## src/rtl/dram_arb_pkg.sv

```systemverilog
`default_nettype none
// ============================================================
// Package  : dram_arb_pkg
// Purpose  : shared types and defaults for the data-memory arbiter
// Revision : 1.0
// ============================================================
package dram_arb_pkg;

   localparam int DEF_ADDR_W    = 19;
   localparam int DEF_DATA_W    = 8;
   localparam int DEF_MEM_DEPTH = 262145;

   localparam int C_PORT0 = 0;
   localparam int C_PORT1 = 1;

   typedef enum logic [1:0] {
      ST_IDLE = 2'd0,
      ST_OWN0 = 2'd1,
      ST_OWN1 = 2'd2
   } arb_state_e;

endpackage
`default_nettype wire

```

## src/rtl/dram_arb_pick.sv

```systemverilog
`default_nettype none
// ============================================================
// Module   : dram_arb_pick
// Purpose  : combinational grant selection (sticky, burst-limited)
// Revision : 1.0
// ============================================================
module dram_arb_pick
   import dram_arb_pkg::*;
#(
   parameter int MAX_BURST = 16,
   parameter int CNT_W     = 5
) (
   input  logic [1:0]       i_state,
   input  logic [CNT_W-1:0] i_cnt,
   input  logic             i_req0,
   input  logic             i_req1,
   output logic             o_gnt0,
   output logic             o_gnt1
);

   logic w_burst_ok;

   assign w_burst_ok = (32'(i_cnt) < 32'(MAX_BURST));

   always_comb begin
      o_gnt0 = 1'b0;
      o_gnt1 = 1'b0;
      case (i_state)
         ST_OWN0: begin
            // owner keeps the port until its burst budget is spent and the other side waits
            if (i_req0 && (w_burst_ok || !i_req1)) o_gnt0 = 1'b1;
            else if (i_req1)                       o_gnt1 = 1'b1;
         end
         ST_OWN1: begin
            if (i_req1 && (w_burst_ok || !i_req0)) o_gnt1 = 1'b1;
            else if (i_req0)                       o_gnt0 = 1'b1;
         end
         default: begin
            if (i_req0)      o_gnt0 = 1'b1;
            else if (i_req1) o_gnt1 = 1'b1;
         end
      endcase
   end

endmodule
`default_nettype wire

```

## src/rtl/dram_arbiter.sv

```systemverilog
`default_nettype none
// ============================================================
// Module   : dram_arbiter
// Purpose  : shares the single-port data memory between core (p0) and loader (p1)
// Revision : 1.0
// ============================================================
module dram_arbiter
   import dram_arb_pkg::*;
#(
   parameter int ADDR_W    = DEF_ADDR_W,
   parameter int DATA_W    = DEF_DATA_W,
   parameter int MEM_DEPTH = DEF_MEM_DEPTH,
   parameter int MAX_BURST = 16
) (
   input  logic              clk,
   input  logic              rst,
   input  logic              p0_req,
   input  logic              p0_we,
   input  logic [ADDR_W-1:0] p0_addr,
   input  logic [DATA_W-1:0] p0_wdata,
   output logic              p0_ack,
   output logic              p0_rvalid,
   output logic [DATA_W-1:0] p0_rdata,
   output logic              p0_err,
   input  logic              p1_req,
   input  logic              p1_we,
   input  logic [ADDR_W-1:0] p1_addr,
   input  logic [DATA_W-1:0] p1_wdata,
   output logic              p1_ack,
   output logic              p1_rvalid,
   output logic [DATA_W-1:0] p1_rdata,
   output logic              p1_err,
   output logic [ADDR_W-1:0] dAddr,
   output logic [DATA_W-1:0] d_in,
   output logic              MEM_WRITE,
   input  logic [DATA_W-1:0] d_out
);

   localparam int CNT_W = $clog2(MAX_BURST + 1);

   arb_state_e       state_q, state_d;
   logic [CNT_W-1:0] cnt_q, cnt_d;
   logic             rd_pend_q, rd_pend_d;
   logic             rd_port_q, rd_port_d;
   logic             rd_oor_q, rd_oor_d;
   logic             err0_q, err0_d;
   logic             err1_q, err1_d;

   logic              w_pick0, w_pick1;
   logic              w_gnt0, w_gnt1, w_any_gnt;
   logic [ADDR_W-1:0] w_sel_addr;
   logic [DATA_W-1:0] w_sel_wdata;
   logic              w_sel_we;
   logic              w_in_range;
   logic [CNT_W-1:0]  w_cnt_inc;

   dram_arb_pick #(
      .MAX_BURST (MAX_BURST),
      .CNT_W     (CNT_W)
   ) u_pick (
      .i_state (state_q),
      .i_cnt   (cnt_q),
      .i_req0  (p0_req),
      .i_req1  (p1_req),
      .o_gnt0  (w_pick0),
      .o_gnt1  (w_pick1)
   );

   assign w_gnt0    = w_pick0 & ~rst;
   assign w_gnt1    = w_pick1 & ~rst;
   assign w_any_gnt = w_gnt0 | w_gnt1;
   assign w_cnt_inc = (cnt_q == CNT_W'(MAX_BURST)) ? cnt_q : cnt_q + CNT_W'(1);

   always_comb begin
      w_sel_addr  = '0;
      w_sel_wdata = '0;
      w_sel_we    = 1'b0;
      if (w_gnt0) begin
         w_sel_addr  = p0_addr;
         w_sel_wdata = p0_wdata;
         w_sel_we    = p0_we;
      end else if (w_gnt1) begin
         w_sel_addr  = p1_addr;
         w_sel_wdata = p1_wdata;
         w_sel_we    = p1_we;
      end
   end

   assign w_in_range = (64'(w_sel_addr) < 64'(MEM_DEPTH));

   assign p0_ack    = w_gnt0;
   assign p1_ack    = w_gnt1;
   assign dAddr     = w_sel_addr;
   assign d_in      = w_sel_wdata;
   assign MEM_WRITE = w_sel_we & w_in_range;

   always_comb begin
      state_d   = ST_IDLE;
      cnt_d     = '0;
      if (w_gnt0) begin
         state_d = ST_OWN0;
         cnt_d   = (state_q == ST_OWN0) ? w_cnt_inc : CNT_W'(1);
      end else if (w_gnt1) begin
         state_d = ST_OWN1;
         cnt_d   = (state_q == ST_OWN1) ? w_cnt_inc : CNT_W'(1);
      end
      rd_pend_d = w_any_gnt & ~w_sel_we;
      rd_port_d = w_gnt1;
      rd_oor_d  = w_any_gnt & ~w_in_range;
      err0_d    = w_gnt0 & ~w_in_range;
      err1_d    = w_gnt1 & ~w_in_range;
   end

   always_ff @(posedge clk) begin
      if (rst) begin
         state_q   <= ST_IDLE;
         cnt_q     <= '0;
         rd_pend_q <= 1'b0;
         rd_port_q <= 1'b0;
         rd_oor_q  <= 1'b0;
         err0_q    <= 1'b0;
         err1_q    <= 1'b0;
      end else begin
         state_q   <= state_d;
         cnt_q     <= cnt_d;
         rd_pend_q <= rd_pend_d;
         rd_port_q <= rd_port_d;
         rd_oor_q  <= rd_oor_d;
         err0_q    <= err0_d;
         err1_q    <= err1_d;
      end
   end

   // return path is masked during reset so an in-flight read never escapes
   assign p0_rvalid = rd_pend_q & ~rd_port_q & ~rst;
   assign p1_rvalid = rd_pend_q &  rd_port_q & ~rst;
   assign p0_rdata  = (p0_rvalid & ~rd_oor_q) ? d_out : '0;
   assign p1_rdata  = (p1_rvalid & ~rd_oor_q) ? d_out : '0;
   assign p0_err    = err0_q & ~rst;
   assign p1_err    = err1_q & ~rst;

endmodule
`default_nettype wire

```

## config.mk

```make
export PLATFORM = sky130hd
export DESIGN_NAME = dram_arbiter
export DESIGN_NICKNAME = d
export VERILOG_FILES = /design/src/rtl/dram_arb_pkg.sv /design/src/rtl/dram_arb_pick.sv /design/src/rtl/dram_arbiter.sv
export SDC_FILE = /design/constraint.sdc
export NUM_CORES = 1
export LEC_CHECK = 0
export ABC_AREA = 0
export BUFFER_PORTS_ARGS = -buffer_cell sky130_fd_sc_hd__buf_2
export CELL_PAD_IN_SITES_DETAIL_PLACEMENT = 1
export CELL_PAD_IN_SITES_GLOBAL_PLACEMENT = 1
export CORE_ASPECT_RATIO = 0.7
export CORE_UTILIZATION = 24
export CTS_CLUSTER_SIZE = 14
export DETAILED_ROUTE_END_ITERATION = 8
export PLACE_DENSITY = 0.84
export SYNTH_ARGS = -nofsm -noshare
export SYNTH_HDL_FRONTEND = slang
export SYNTH_SLANG_ARGS = --single-unit
```

## constraint.sdc

```tcl
create_clock -name clk -period 4.6 [get_ports clk]
set_clock_uncertainty 0.1 [all_clocks]
set_input_delay 0.23 -clock clk [delete_from_list [all_inputs] [get_ports clk]]
set_output_delay 0.23 -clock clk [all_outputs]
set_load 0.02 [all_outputs]
```

==> impl_metrics.env <==
export IMPL_muxShareOfSynthArea_pct=0
export IMPL_timing_hold_ws_ns=0.150
export IMPL_synth_warnings=0
export IMPL_vias=1563
export IMPL_worstSkewPairLatency_ns=0.25
export IMPL_overflow=0
export IMPL_fin_crit_ns=3.53
export IMPL_run_status="completed"
export IMPL_avgViaCountPerCell=4.90
export IMPL_ys_seq_area_share_pct=20.5
export IMPL_dp_slack_ns=1.36
export IMPL_initial_core_util_pct=26.1
export IMPL_finalPower_mw=0.389
export IMPL_ys_ff_latch=12
export IMPL_min_path_type="in -> reg"
export IMPL_nNetsFinal=337
export IMPL_cts_resized=0
export IMPL_numCtsBuffers=3
export IMPL_layout_commonest_cell="buf_2"
export IMPL_synth_xor_area_share_pct=2.99
export IMPL_die_h_um=60.5
export IMPL_syn_nets=223
export IMPL_final_cell_mix="117 x buf_2, 21 x and2_1, 14 x nor2b_1"
export IMPL_whs_path_depth=3
export IMPL_io_buffers=117
export IMPL_drt_initial_drc_count=55
export IMPL_antenna_left=0
export IMPL_tightest_slew_ns=0.679
export IMPL_route_met2_wl_um=2020
export IMPL_dieArea_um2=5180
export IMPL_timing_fmax_ghz=0.283
export IMPL_firstDrtPassIters=4
export IMPL_synth_top_family_by_area="simple AND/OR/NAND/NOR gates"
export IMPL_powerDensity_nw_per_um2=210
export IMPL_wl_met3_um=423
export IMPL_clockRootBuffer="clkbuf_8"
export IMPL_slew_headroom_pct=54.6
export IMPL_drv_slew=0
export IMPL_yosys_area_share_simple_pct=33.3
export IMPL_utilization_pct=41.2
export IMPL_met1_length_um=1980
export IMPL_cts_tree="done"
export IMPL_maxCapViolCount=0
export IMPL_r2r_end="rd_oor_q"
export IMPL_die_w_um=85.6
export IMPL_post_route_drc_count=0
export IMPL_rsz0062_at_grt="no"
export IMPL_regToRegSetupSlack_ns=1.62
export IMPL_finalCritPeriodShare_pct=76.7
export IMPL_worstSetupPathType="reg -> out"
export IMPL_cp_max_fo=19
export IMPL_rr_worst_depth=9
export IMPL_cp_start_kind="flip-flop"
export IMPL_ios=118
export IMPL_clk_pin_slew_ns=0.06
export IMPL_n_antenna_cell=0
export IMPL_post_cts_buffers=0
export IMPL_drive_gt1_share_pct=48.5
export IMPL_wl_um=4460
export IMPL_cp_required_ns=4.27
export IMPL_fp_row_count=20
export IMPL_async_flop_share_pct=0
export IMPL_hpwlAfterDp_um=3780
export IMPL_wl_per_cell_um=14.0
export IMPL_rr_startpoint="state_q[0]"
export IMPL_grt_pass1_wl_um=7070
export IMPL_layout_setup_ws_ns=1.07
export IMPL_grt_pass1_vias=1569
export IMPL_ys_types=36
export IMPL_tns_ns=0
export IMPL_synth_edf_count=0
export IMPL_min_delay_start="p0_addr[18]"
export IMPL_holdPathEnd="err0_q"
export IMPL_antenna_found_initial=0
export IMPL_synth_flop_cell="dfxtp_1"
export IMPL_dr_max_layer_used="met4"
export IMPL_synthAdderAreaFrac_pct=4.26
export IMPL_grt_start_max_net_pins=25
export IMPL_worstPathArrival_ns=3.20
export IMPL_grt_util_all_layers_pct=17.4
export IMPL_area_delta_synth_final_pct=58.0
export IMPL_end_kind="primary output"
export IMPL_clockBufferDepth=2
export IMPL_fp_coreArea_um2=4500
export IMPL_peakVddDrop_uv=73.1
export IMPL_clock_sinks=12
export IMPL_synth_compound_area_share_pct=32.2
export IMPL_ctsHoldBuffers=0
export IMPL_htreeDepth=1
export IMPL_leakage_nw=1.01
export IMPL_hold_viol=0
export IMPL_avgSynthCellArea_um2=7.77
export IMPL_setup_viol=0
export IMPL_synth_area_um2=1170
export IMPL_netlist_instances=151
export IMPL_gp_congestion=0.786
layout make-up:
cell class / instances / area (um2)
Fill cell: 602 / 2650
Multi-Input combinational cell: 120 / 860
Timing Repair Buffer: 118 / 593
Sequential cell: 12 / 240
Tap cell: 55 / 68.8
Clock buffer: 4 / 55.1
Inverter: 10 / 37.5
flip-flops by register name (all words and copies together) (netlist names):
register   count
rd_pend_q      1
rd_oor_q       1
state_q        2
err0_q         1
err1_q         1
rd_port_q      1
cnt_q          5
through the flow:
step	std cells	area [um2]
after CTS	319	1850
final	319	1850
after global placement	315	1800
after floorplan	151	1170
after detailed placement	315	1800
after global routing	319	1850
how the worst max path moves through the flow:
stage	from	endpoint	slack, ns	depth (start not counted)
floorplan	state_q[0]	MEM_WRITE	1.44	10
CTS	state_q[0]	MEM_WRITE	1.07	10
global route	state_q[0]	MEM_WRITE	0.86	10
detailed placement	state_q[0]	MEM_WRITE	1.36	10
finish	state_q[0]	MEM_WRITE	1.07	10
global placement	state_q[0]	MEM_WRITE	1.51	9
routing by layer:
metal	GRT usage, %	vias to the layer above
met3	6.12	6
met4	4.05	0
met2	31.0	84
met1	20.7	700
li1	-	773
met5	0	-
synthesized netlist by cell type, drive strengths merged, types with 5 or more instances:
cell type,n,area [um2]
and2,22,140
nor2b,14,87.6
dfxtp,12,240
nor2,12,45.0
a22o,10,87.6
inv,10,37.5
a22oi,9,67.6
a32o,8,81.3
a21oi,7,35.0
clkbuf,6,22.5
nand2,5,18.8
where the power goes:
group | internal (mW) | total, mW | switching, mW
sequential | 0.108 | 0.110 | 0.00215
clock | 0.0758 | 0.117 | 0.0415
combinational | 0.0684 | 0.161 | 0.0926
total | 0.252 | 0.389 | 0.136
worst max-delay path: stages, from the launching register on:
cell	delay, ns
dfxtp_1	0.33
inv_1	0.05
ha_1	0.33
nor2_1	0.26
o21ai_0	0.21
and2_4	0.25
a32o_2	0.29
or4_4	0.56
nor4_4	0.29
a31o_1	0.21
buf_2	0.17
cells by family (layout without fill, tap and decap cells):
logic type | after synthesis | count (layout)
buffers and inverters | 19 | 132
adders and majority gates | 4 | 4
AOI/OAI and AO/OA | 47 | 47
DFF | 12 | 12
and+or+nand+nor | 65 | 65
xor gates and xnor gates | 4 | 4
Note: power is estimated with default switching activity, not from simulation.
